## config.mk

```make
export PLATFORM = sky130hd
export DESIGN_NAME = text_pixel_pipe_flat
export DESIGN_NICKNAME = d
export VERILOG_FILES = /design/src/rtl/text_pixel_pipe_pkg.sv /design/src/rtl/text_pixel_pipe_if.sv /design/src/rtl/text_pixel_pipe_palette.sv /design/src/rtl/text_pixel_pipe.sv /design/src/flat_wrapper.sv
export SDC_FILE = /design/constraint.sdc
export NUM_CORES = 1
export LEC_CHECK = 0
export CORE_MARGIN = 3
export CORE_UTILIZATION = 40
export CTS_CLUSTER_DIAMETER = 120
export DETAILED_ROUTE_END_ITERATION = 10
export GPL_TIMING_DRIVEN = 0
export PLACE_DENSITY = 0.87
export SETUP_SLACK_MARGIN = 0.02
export SKIP_LAST_GASP = 1
export SLEW_MARGIN = 20
export SYNTH_ARGS = -nofsm -noshare
export SYNTH_HDL_FRONTEND = slang
export SYNTH_SLANG_ARGS = --single-unit
export TNS_END_PERCENT = 5
```

## constraint.sdc

```tcl
create_clock -name clk -period 3.8 [get_ports clk]
set_clock_uncertainty 0.1 [all_clocks]
set_input_delay 0.76 -clock clk [delete_from_list [all_inputs] [get_ports clk]]
set_output_delay 0.76 -clock clk [all_outputs]
set_load 0.05 [all_outputs]
```

## src/rtl/text_pixel_pipe_pkg.sv

```systemverilog
// Shared constants and types for the 80x30 text-mode render pipeline.
// Holds the cell geometry, the pipe latency and the 16-entry CGA palette.
package text_pixel_pipe_pkg;

  localparam int unsigned TEXT_COLS = 80;
  localparam int unsigned TEXT_ROWS = 30;
  localparam int unsigned CELL_W    = 8;
  localparam int unsigned CELL_H    = 16;
  localparam int unsigned PIPE_LAT  = 3;

  typedef logic [23:0] rgb_t;

  localparam rgb_t CGA_PALETTE [0:15] = '{
    24'h000000, 24'h0000AA, 24'h00AA00, 24'h00AAAA,
    24'hAA0000, 24'hAA00AA, 24'hAA5500, 24'hAAAAAA,
    24'h555555, 24'h5555FF, 24'h55FF55, 24'h55FFFF,
    24'hFF5555, 24'hFF55FF, 24'hFFFF55, 24'hFFFFFF
  };

  // Per-pixel side information carried alongside the RAM/ROM lookups.
  typedef struct packed {
    logic       de;
    logic       hsync;
    logic       vsync;
    logic       cell_ok;
    logic       cursor;
    logic       blink;
    logic [2:0] px;
  } pix_stage_t;

endpackage

```

## src/rtl/text_pixel_pipe_if.sv

```systemverilog
// Video-side port bundle: char/attr RAM read port plus font ROM lookup.
// master = render pipe, slave = memories.
interface text_pixel_pipe_if;

  logic        v_en;
  logic [11:0] v_addr;
  logic [7:0]  v_char;
  logic [7:0]  v_attr;
  logic [7:0]  font_char;
  logic [2:0]  font_row;
  logic [7:0]  font_pixels;

  modport master (
    output v_en, v_addr, font_char, font_row,
    input  v_char, v_attr, font_pixels
  );

  modport slave (
    input  v_en, v_addr, font_char, font_row,
    output v_char, v_attr, font_pixels
  );

endinterface

```

## src/rtl/text_pixel_pipe_palette.sv

```systemverilog
// 4-bit colour index to 24-bit RGB lookup, purely combinational.
module text_palette
  import text_pixel_pipe_pkg::*;
(
  input  logic [3:0] idx,
  output rgb_t       rgb
);

  assign rgb = CGA_PALETTE[idx];

endmodule

```

## src/rtl/text_pixel_pipe.sv

```systemverilog
// Text-mode pixel pipeline: cell address generation, glyph/attribute lookup,
// cursor and blink overlay, with syncs delayed to match the 3-clock RGB latency.
module text_pixel_pipe
  import text_pixel_pipe_pkg::*;
#(
  parameter int unsigned COLS      = TEXT_COLS,
  parameter int unsigned ROWS      = TEXT_ROWS,
  parameter int unsigned BLINK_BIT = 4
) (
  input  logic                     clk,
  input  logic                     rst_n,
  input  logic [9:0]               hcount,
  input  logic [9:0]               vcount,
  input  logic                     de_in,
  input  logic                     hsync_in,
  input  logic                     vsync_in,
  input  logic                     cursor_en,
  input  logic [6:0]               cursor_col,
  input  logic [4:0]               cursor_row,
  text_pixel_pipe_if.master        mem,
  output rgb_t                     rgb,
  output logic                     de_out,
  output logic                     hsync_out,
  output logic                     vsync_out
);

  localparam logic [6:0] COLS_W = 7'(COLS);
  localparam logic [5:0] ROWS_W = 6'(ROWS);

  logic [6:0]  col;
  logic [5:0]  row;
  logic        cell_ok;
  logic [11:0] cell_addr;
  pix_stage_t  s0, s1, s2;
  logic [2:0]  row_d1;
  logic [7:0]  attr_d2;
  logic        vsync_q;
  logic [7:0]  frame_ctr;
  logic [3:0]  fg_idx, bg_idx;
  rgb_t        fg_rgb, bg_rgb, pix_rgb;
  logic        glyph_bit;

  // Stage 0: cell lookup. An out-of-range cursor never matches because cell_ok masks the cell.
  always_comb begin
    col       = hcount[9:3];
    row       = vcount[9:4];
    cell_ok   = de_in && (col < COLS_W) && (row < ROWS_W);
    cell_addr = 12'(row) * 12'(COLS) + 12'(col);
    s0         = '0;
    s0.de      = de_in;
    s0.hsync   = hsync_in;
    s0.vsync   = vsync_in;
    s0.cell_ok = cell_ok;
    s0.cursor  = cursor_en && (col == cursor_col) && (row == {1'b0, cursor_row})
                 && (vcount[3:0] >= 4'(CELL_H - 2));
    s0.blink   = frame_ctr[BLINK_BIT];
    s0.px      = hcount[2:0];
  end

  // The combinational memory-side outputs are held at 0 during reset, like the registers.
  assign mem.v_en      = rst_n && cell_ok;
  assign mem.v_addr    = rst_n ? cell_addr : '0;
  assign mem.font_char = rst_n ? mem.v_char : '0;
  assign mem.font_row  = row_d1;

  text_palette u_fg_pal (.idx(fg_idx), .rgb(fg_rgb));
  text_palette u_bg_pal (.idx(bg_idx), .rgb(bg_rgb));

  // Stage 2: glyph bit and colour select; blinking chars show fg as bg in the low phase.
  always_comb begin
    bg_idx    = {1'b0, attr_d2[6:4]};
    fg_idx    = (attr_d2[7] && !s2.blink) ? bg_idx : attr_d2[3:0];
    glyph_bit = mem.font_pixels[3'd7 - s2.px];
    pix_rgb   = '0;
    if (s2.de && s2.cell_ok) begin
      if ((s2.cursor && s2.blink) || glyph_bit)
        pix_rgb = fg_rgb;
      else
        pix_rgb = bg_rgb;
    end
  end

  always_ff @(posedge clk or negedge rst_n) begin
    if (!rst_n) begin
      s1        <= '0;
      s2        <= '0;
      row_d1    <= '0;
      attr_d2   <= '0;
      vsync_q   <= 1'b0;
      frame_ctr <= '0;
      rgb       <= '0;
      de_out    <= 1'b0;
      hsync_out <= 1'b0;
      vsync_out <= 1'b0;
    end else begin
      s1        <= s0;
      s2        <= s1;
      row_d1    <= vcount[3:1];
      attr_d2   <= mem.v_attr;
      vsync_q   <= vsync_in;
      if (vsync_in && !vsync_q)
        frame_ctr <= frame_ctr + 8'd1;
      rgb       <= pix_rgb;
      de_out    <= s2.de;
      hsync_out <= s2.hsync;
      vsync_out <= s2.vsync;
    end
  end

endmodule

```

## src/flat_wrapper.sv

```systemverilog
// flat-port wrapper written by rule: the top's interface ports become plain ports
module text_pixel_pipe_flat import text_pixel_pipe_pkg::*;
#(
  parameter int unsigned COLS      = TEXT_COLS,
  parameter int unsigned ROWS      = TEXT_ROWS,
  parameter int unsigned BLINK_BIT = 4
)
  (clk, rst_n, hcount, vcount, de_in, hsync_in, vsync_in, cursor_en, cursor_col, cursor_row, rgb, de_out, hsync_out, vsync_out, mem_v_en, mem_v_addr, mem_font_char, mem_font_row, mem_v_char, mem_v_attr, mem_font_pixels);
  text_pixel_pipe_if mem_i ();
  input  logic clk;
  input  logic rst_n;
  input  logic [9:0] hcount;
  input  logic [9:0] vcount;
  input  logic de_in;
  input  logic hsync_in;
  input  logic vsync_in;
  input  logic cursor_en;
  input  logic [6:0] cursor_col;
  input  logic [4:0] cursor_row;
  output rgb_t rgb;
  output logic de_out;
  output logic hsync_out;
  output logic vsync_out;
  output wire logic [$bits(mem_i.v_en)-1:0] mem_v_en;
  output wire logic [$bits(mem_i.v_addr)-1:0] mem_v_addr;
  output wire logic [$bits(mem_i.font_char)-1:0] mem_font_char;
  output wire logic [$bits(mem_i.font_row)-1:0] mem_font_row;
  input wire logic [$bits(mem_i.v_char)-1:0] mem_v_char;
  input wire logic [$bits(mem_i.v_attr)-1:0] mem_v_attr;
  input wire logic [$bits(mem_i.font_pixels)-1:0] mem_font_pixels;
  assign mem_v_en = mem_i.v_en;
  assign mem_v_addr = mem_i.v_addr;
  assign mem_font_char = mem_i.font_char;
  assign mem_font_row = mem_i.font_row;
  assign mem_i.v_char = mem_v_char;
  assign mem_i.v_attr = mem_v_attr;
  assign mem_i.font_pixels = mem_font_pixels;
  text_pixel_pipe #(.COLS(COLS), .ROWS(ROWS), .BLINK_BIT(BLINK_BIT)) u_core (.clk(clk), .rst_n(rst_n), .hcount(hcount), .vcount(vcount), .de_in(de_in), .hsync_in(hsync_in), .vsync_in(vsync_in), .cursor_en(cursor_en), .cursor_col(cursor_col), .cursor_row(cursor_row), .mem(mem_i), .rgb(rgb), .de_out(de_out), .hsync_out(hsync_out), .vsync_out(vsync_out));
endmodule
```

* Word-level counts from Yosys, hierarchy flattened
Memory sizes are Yosys's and may differ from the RTL's.
Index checks and enable logic that the tools add are counted.
W data, S select, Z words.
** Word-level totals
- Register bits after elaboration :: 64
- Logic and storage cells :: 61
- Bits in read-only memories :: 768
- Memories kept :: 2
- Input port bits :: 62
** Cells by class
- Reduce and logical (&&, ||, !) cells :: 13
- $add $sub $neg :: 3
- Multiplexer cells :: 11
- Multipliers :: 1
- Eq/ne operators :: 2
- $lt $le $gt $ge :: 6
- Bitwise logic cells :: 2
** Memories
- (name not given) :: depth 16, width 24, rd ports 1, clocked after memory_dff 0, wr ports 0, line text_pixel_pipe_palette.sv:9 : assign rgb = CGA_PALETTE[idx];
- (name not given) :: depth 16, width 24, rd ports 1, clocked after memory_dff 0, wr ports 0, line text_pixel_pipe_palette.sv:9
** Operator list (count)
- $mux W24 :: 6
- $add A12 B7 Y12 :: 1
- $mux W12 :: 1
- $ge A5 B5 Y1 const B :: 2
- $logic_and A1 B1 Y1 :: 10
- $add A8 B1 Y8 const B :: 1
- $mul A6 B3 Y8 const B :: 1
- $mux W8 :: 1
- $eq A7 B7 Y1 :: 1
- $lt A7 B7 Y1 const B :: 1
- $eq A6 B5 Y1 :: 1
- $lt A6 B5 Y1 const B :: 1
- $not A3 Y5 :: 1
- $not A4 Y5 :: 1
- $ge A4 B4 Y1 const B :: 1
- $lt A3 B4 Y1 const B :: 1
- $mux W4 :: 1
- $bmux W1 S3 :: 1
- $sub A3 B3 Y3 const A :: 1
- $logic_not A1 Y1 :: 2
- $logic_or A1 B1 Y1 :: 1
- $mux W1 :: 1

* Longest topological paths before layout
- Depth in word-level cells :: 9
- Gate-level depth with buffers :: 9
- Depth with buffers taken out :: 9

* By module
From an unflattened synthesis, not the netlist that was laid out.
** Unflattened totals
- Cell total of the unflattened synthesis :: 280
- Area total of the unflattened synthesis :: 3179.3 um^2
** By module, submodules not included
- text_pixel_pipe :: area an instance 2798.9 um^2, instances 1, cells each 228
- text_palette :: area an instance 190.2 um^2, instances 2, cells each 26

* Least setup slack after synthesis
Ideal clock, no wire load.
- Path kind :: input to output
- Start point :: input port vcount[5]
- End point :: output port mem_v_addr[10]
- Stages on the path :: 9
- Setup slack :: 0.074 ns
- Required time :: 2.940 ns
- Data arrival time :: 2.866 ns
- Cell sequence :: ha_1 -> ha_1 -> inv_1 -> fa_1 -> nand2b_1 -> nor2_1 -> o21ai_0 -> xor2_1 -> nor2_1
** On the way
- Cells in the longest elaborated chain, start to end :: 3
** RTL lines
- start, declared :: line flat_wrapper.sv:13 : input logic [9:0] vcount;
- $mul A6 B3 Y8 :: line text_pixel_pipe.sv:48 : cell_addr = 12'(row) * 12'(COLS) + 12'(col);
- $add A12 B7 Y12 :: line text_pixel_pipe.sv:48
- $mux W12 :: line text_pixel_pipe.sv:62 : assign mem.v_addr = rst_n ? cell_addr : '0;
- end, declared :: line flat_wrapper.sv:25 : output wire logic [$bits(mem_i.v_addr)-1:0] mem_v_addr;
No other way between the ends.

* Final worst setup path
- Start point :: input port vcount[4]
- End point :: output port mem_v_addr[11]
The elaborated chain is that of the path after synthesis.

==> Implementation_results.wiki <==
{| class="wikitable"
! Metric !! Value
|-
| Most instantiated flip-flop cell in the synthesis netlist || dfrtp_1
|-
| Peak clock frequency supported by timing || 270 MHz
|-
| Insertion delay to the later sink of the worst-skew pair || 280 ps
|-
| # diodes || 0
|-
| Top fanout value on the critical path || 3
|-
| Power Density || 346 nW/um2
|-
| First-pass GRT wire length || 8.46 mm
|-
| Outcome || completed
|-
| Hold bufs inserted after CTS || 0
|-
| Final nets || 393
|-
| Standard-cell row count || 26
|-
| Master of the slowest instance on the critical path || fa_2
|-
| WL met2 || 2.62 mm
|-
| Root buf cell || clkbuf_8
|-
| Data arrival time of the worst path || 2850 ps
|-
| Pin slew with the least headroom to its limit || 528 ps
|-
| Class of the most critical setup path || input pin to output pin
|-
| Class of the tightest hold or removal check || flip-flop to flip-flop
|-
| Share of layout cells above drive strength 1 || 13.2%
|-
| Number of max-capacitance violations reported || 0
|-
| Critical path capture point type || output pin
|-
| Setup tns final || 0 ps
|-
| Number of enable flip-flop cells after synthesis || 0
|-
| Clock tree from TritonCTS || done
|-
| Post-Layout Inst Area || 3490 um2
|-
| Fraction of registers with async set/reset || 100%
|-
| Mapped Cells || 197
|-
| Number of warning messages in the yosys log || 0
|-
| Net count after synthesis || 273
|-
| Clock buffer depth || 2
|-
| Placed Instance Area || 3400 um2
|-
| Footprint of the multi-input gates || 976 um2
|-
| Sequential standard cell area || 1050 um2
|-
| Leading cell types in the layout, fill and taps excluded || clkdlybuf4s50_1 (97), dfrtp_1 (42), buf_4 (21)
|-
| Sum of buffers and inverters on the critical path || 3
|-
| Worst path max stage delay || 450 ps
|-
| Post-route worst setup slack || 93.9 ps
|-
| Placed wire-length estimate || 4.19 mm
|-
| Highest layer used for signal routing || met4
|-
| Leakage power || 1.54 nW
|-
| Number of design-rule violations left by the first detailed-router iteration || 75
|-
| Number of nets with antenna violations after routing || 0
|-
| Final Max Slew Viols || 0
|-
| Detailed-route vias per instance || 4.74
|-
| Ordered cell list for the critical path || dlygate4sd2_1 > ha_1 > ha_1 > inv_1 > fa_2 > nand2b_4 > nor3_1 > o2111ai_1 > nand2_1 > buf_6
|-
| Area of the die || 6390 um2
|-
| Metal1 wirelength || 1.84 mm
|-
| Unique cell type count in the Yosys netlist || 36
|-
| Share of the cycle needed by the critical path after routing || 97.5%
|-
| Cell family contributing the most delay on the critical path || adder cells
|-
| Final number of hold-violating endpoints || 0
|-
| Vias in the first global route || 1932
|-
| Type of element launching the critical path || input pin
|-
| DR DRC count || 0
|-
| Std-Cell Core Area || 5200 um2
|-
| Total number of vias || 1836
|-
| Drt first pass iters || 4
|-
| Netlist Area Pre-Place || 2190 um2
|-
| Routed wire length || 5.04 mm
|-
| Max H-tree Level || 2
|-
| Total clock buffers created by CTS || 5
|-
| Core Util, Final || 67.0%
|-
| Required @ worst endpoint || 2940 ps
|-
| FF+latch count, synth || 42
|-
| Most numerous cell on the critical path || ha_1
|-
| Clock slew at reported path FFs || 70 ps
|-
| Area delta synth->final || 59.4%
|-
| Setup violators final || 0
|-
| Total met3 wirelength after detailed routing || 507 um
|-
| I/O Pins || 113
|-
| Unrepaired setup endpoints after global routing || true
|-
| IR drop worst, VDD || 0.000202 V
|-
| Horiz. Die Dim || 80.0 um
|-
| Largest net degree at the start of global routing || 34
|-
| Part of the Yosys area used for sequential elements || 48.0%
|-
| PortBufs || 111
|-
| Post-route minimum period || 3710 ps
|-
| DP Worst Slack || -946 ps
|-
| Post-synthesis area per instance || 11.1 um2
|-
| Aggregate global routing overflow || 0
|-
| PnR Total Power || 1.21 mW
|-
| Global-route usage over all layers || 17.0%
|-
| Routed len/inst || 13.0 um
|-
| Overall die height || 80.0 um
|-
| Initial antenna violation count || 0
|-
| Initial core utilization || 42.0%
|-
| Most common cell after layout, fill and taps aside || clkdlybuf4s50_1
|-
| FILL cells || 420
|-
| CTS Sinks || 42
|-
| Final RePlAce weighted congestion || 0.884
|-
| Worst slew margin relative to its limit || 64.7%
|}
cell usage after synthesis (2+ instances only):
| cell type | number | area, um2 |
|---|---|---|
| a21o_1 | 2 | 15.0 |
| a21oi_1 | 5 | 25.0 |
| a32oi_1 | 2 | 17.5 |
| and2_1 | 14 | 87.6 |
| buf_4 | 20 | 150 |
| dfrtp_1 | 42 | 1050 |
| fa_1 | 2 | 40.0 |
| ha_1 | 12 | 150 |
| inv_1 | 10 | 37.5 |
| mux2_1 | 2 | 22.5 |
| mux2i_1 | 5 | 50.1 |
| nand2_1 | 10 | 37.5 |
| nand2b_1 | 2 | 12.5 |
| nand3b_1 | 4 | 30.0 |
| nand4_1 | 8 | 50.1 |
| nor2_1 | 8 | 30.0 |
| nor2b_1 | 6 | 37.5 |
| nor3_1 | 2 | 10.0 |
| o21ai_0 | 4 | 20.0 |
| xnor2_1 | 17 | 149 |
| xor2_1 | 5 | 43.8 |
sequential cells by signal, summed over array words and instances, names as in the netlist:
name / count
u_core.hsync_out: 1
u_core.attr_d2: 8
u_core.s2: 9
u_core.s1: 9
u_core.frame_ctr: 5
u_core.de_out: 1
u_core.rgb: 5
u_core.vsync_out: 1
u_core.mem.font_row: 3
power by group:
part / switching [mW] / internal [mW]
clock network: 0.130 / 0.126
logic: 0.222 / 0.191
registers: 0.0390 / 0.500
what timing repair did:
action / CTS / global route
resized for setup: 25 / 16
buffers inserted: 0 / 1
endpoints found under the setup margin: 7 / 5
pin swaps: 0 / 2
routing by layer:
| metal | up-vias | global-route usage, % |
|---|---|---|
| met5 | - | 0 |
| met1 | 857 | 17.7 |
| met2 | 88 | 30.9 |
| met3 | 8 | 5.64 |
| met4 | 0 | 7.09 |
| li1 | 883 | - |
area by class of cell:
cell class | instances | share of cell area [%]
multi-input combinational | 124 | 28.0
clock buffer | 7 | 2.19
timing repair buffer | 113 | 31.7
tap | 70 | 2.51
buffer | 21 | 4.41
sequential | 42 | 30.1
inverter | 10 | 1.08
final timing paths:
| path | from | slack, ps | endpoint | cells after the start |
|---|---|---|---|---|
| worst max-delay path | vcount[4] | 90 | mem_v_addr[11] | 10 |
| worst min-delay path | u_core.s2[7] | 240 | u_core.hsync_out | 0 |
| worst max register to register | u_core.s2[1] | 2190 | u_core.rgb[7] | 6 |
| worst min register to register | u_core.s2[7] | 240 | u_core.hsync_out | 0 |
| max in group asynchronous | rst_n | 2830 | u_core.s2[7] | 2 |
| min in group asynchronous | rst_n | 290 | u_core.s2[1] | 1 |
metrics by stage:
| stage | instances | hold slack, ps |
|---|---|---|
| floorplan | 197 | 231 |
| global placement | 378 | 232 |
| detailed placement | 379 | 235 |
| CTS | 386 | 248 |
| global route | 387 | 259 |
| finish | 387 | 244 |
cell families (layout without fill, tap and decap cells):
kind of cell	after synthesis	count (layout)	share of synthesized area, %
AO/OA/AOI/OAI	20	20	6.12
flip-flops	42	42	48.0
multiplexers	8	8	3.83
adder cells (fa/ha/maj)	14	14	8.69
buffers and inverters	31	151	8.75
AND/OR/NAND/NOR	60	60	15.8
XOR/XNOR	22	22	8.80
No activity file was read; power rests on OpenSTA's default activity.
==> patch, RTL diff (same flow settings) <==
Register the output `rgb` once more; this adds one clock of latency there. The other outputs are not delayed to match.
--- a/src/rtl/text_pixel_pipe.sv
+++ b/src/rtl/text_pixel_pipe.sv
@@ -27,4 +27,6 @@
   localparam logic [6:0] COLS_W = 7'(COLS);
   localparam logic [5:0] ROWS_W = 6'(ROWS);
+
+  rgb_t rgb_s0;
 
   logic [6:0]  col;
@@ -89,5 +91,5 @@
       vsync_q   <= 1'b0;
       frame_ctr <= '0;
-      rgb       <= '0;
+      rgb_s0    <= '0;
       de_out    <= 1'b0;
       hsync_out <= 1'b0;
@@ -101,5 +103,5 @@
       if (vsync_in && !vsync_q)
         frame_ctr <= frame_ctr + 8'd1;
-      rgb       <= pix_rgb;
+      rgb_s0    <= pix_rgb;
       de_out    <= s2.de;
       hsync_out <= s2.hsync;
@@ -108,4 +110,8 @@
   end
 
+  always_ff @(posedge clk) begin
+    rgb <= rgb_s0;
+  end
+
 endmodule
 
Formal check against the unedited RTL: not equivalent (a bounded check fails within 4 cycles, from zero or initial values and one cycle with rst_n low).
==> patch against the unedited design <==
The flow now finishes with violations (negative setup slack); worst hold slack about the same; non-clock buffer count up 1; final area up 3.2%; area after synthesis up 4.6%; power up 6.7%; global-route usage down 0.21 points; worst setup slack worse by 150 ps; cell count up 1.8%; core utilization up 0.89 points; sequential cell count up 5; routed wire length up 3.7%; critical path type unchanged; critical endpoint unchanged; largest cell class unchanged; largest power group unchanged.
==> patch: results (changes against the unedited design) <==
Cells and area
  • Final nets: 399 (+1.5%)
  • Clock buf/inv share: 0.0226 (+0.000706)
  • Area of the multi-input gates: 963 sq um (-1.3%)
  • Reg area: 1150 sq um (+9.5%)
  • Synthesis-to-layout area growth: 57.4%
  • Buffer share of cell area: 0.355 (-0.00573)
  • Inverters: 10 (unchanged)
  • Fin cells: 394 (+1.8%)
  • Multi-input comb cells: 124 (unchanged)
  • Fillers: 415 (-1.2%)
  • Share of cells above drive strength 1: 0.123 (-0.00904)
  • Plain + repair buffers: 135 (+0.75%)

Placed design
  • Pre-CTS setup slack: -976 ps (-30.5 ps)
  • Post-DP HPWL: 4280 um (+2.0%)
  • Placed inst area: 3500 sq um (+2.9%)
  • Placed cells: 384 (+1.3%)
  • Placer congestion estimate: 0.828 (-6.4%)

Synthesis
  • Seq cells post-synth: 47 (+12%)
  • Area contributors post-synth: dfrtp_1, buf_4, ha_1
  • Mapped Nets: 278 (+1.8%)
  • Seq/Total Area, Yosys: 0.503 (+0.0227)
  • Share of flip-flops with an asynchronous set or reset: 0.894 (-0.106)
  • Synth Flop Type: dfrtp_1
  • Yosys cell types: 37 (+2.8%)
  • Synthesized area per cell: 11.3 sq um (+2.0%)
  • Commonest cells in the netlist: dfrtp_1, buf_4, xnor2_1

Timing
  • Setup TNS: -53.0 ps (-53.0 ps)
  • Slew headroom: 0.659 (+0.0121)
  • Final setup vio count: 3 (+3)
  • Worst setup margin: -51.2 ps (-145 ps)

Clock tree
  • Clock transition at path regs: 80 ps
  • Post-CTS Resized: 30 (+20%)
  • CTS Buffer Depth: 2 (unchanged)
  • Setup Fix Bufs, Post-CTS: 2 (+2)
  • CTS buffer count: 5 (unchanged)

Floorplan
  • Die width: 81.6 um (+2.1%)

Critical path
  • CP Max Fanout: 4 (+1)
  • Critical path's top delay family: adder cells
  • Max incr delay on CP: 560 ps (+110 ps)
  • Arrival time at the worst endpoint: 2990 ps (+140 ps)

Drt
  • Vias: 1857 (+1.1%)
  • Detailed Route Iter0 Violations: 43 (-43%)
  • Post-DR wirelength/cell: 13.3 um (+1.9%)

Run status
  • Failing checks: negative setup slack
  • Status: finished with violations

Global route
  • Total GRT Usage: 0.168 (-0.00213)
  • Initial antenna violation count: 0 (unchanged)
  • First-pass GRT wire length: 8550 um (+1.1%)

Pwr
  • Sw Share: 0.320 (-0.00336)
  • Leakage power: 1.58 nW (+2.5%)
  • Max IR drop VDD: 229 uV (+13%)
==> patch: changes by cell type after synthesis, sizes merged <==
cell / before / now
dfxtp: 0 / 5
==> patch: per-layer routing <==
metal | vias to the layer above | GRT usage | wire length (um)
met3 | 5 | 0.0603 | 567
met2 | 81 | 0.309 | 2700
met1 | 864 | 0.178 | 1930
met4 | 0 | 0.0498 | 39
met5 | - | 0 | 0
li1 | 907 | - | -
==> patch: power groups by stage <==
| stage | combinational, mW | sequential (mW) | clock [mW] |
|---|---|---|---|
| finish | 0.419 | 0.594 | 0.277 |
| global route | 0.452 | 0.601 | 0.309 |
| CTS | 0.423 | 0.593 | 0.287 |
| detailed placement | 0.414 | 0.602 | 0 |
| global placement | 0.400 | 0.599 | 0 |
| floorplan | 0.234 | 0.610 | 0 |
==> patch: kinds of logic after synthesis <==
family | after synthesis | share of synthesized area
fa+ha+maj | 14 | 0.0831
xor+xnor | 22 | 0.0842
compound gates | 20 | 0.0585
mux | 8 | 0.0366
flops | 47 | 0.503
simple gates | 60 | 0.151
buf+inv | 31 | 0.0837
==> patch: worst paths after layout <==
| check | start | to | slack, ps | depth (start not counted) |
|---|---|---|---|---|
| min in group asynchronous | rst_n | u_core.s2[7]$_DFF_PN0_ | 290 | 1 |
| setup / recovery | vcount[7] | mem_v_addr[11] | -50 | 10 |
| setup reg to reg | u_core.s2[1]$_DFF_PN0_ | u_core.rgb_s0[7]$_DFF_PN0_ | 2220 | 6 |
| hold reg to reg | u_core.rgb_s0[15]$_DFF_PN0_ | u_core.rgb[15]$_DFF_P_ | 240 | 0 |
| hold / removal | u_core.rgb_s0[15]$_DFF_PN0_ | u_core.rgb[15]$_DFF_P_ | 240 | 0 |
| max in group asynchronous | rst_n | u_core.s2[5]$_DFF_PN0_ | 2830 | 2 |
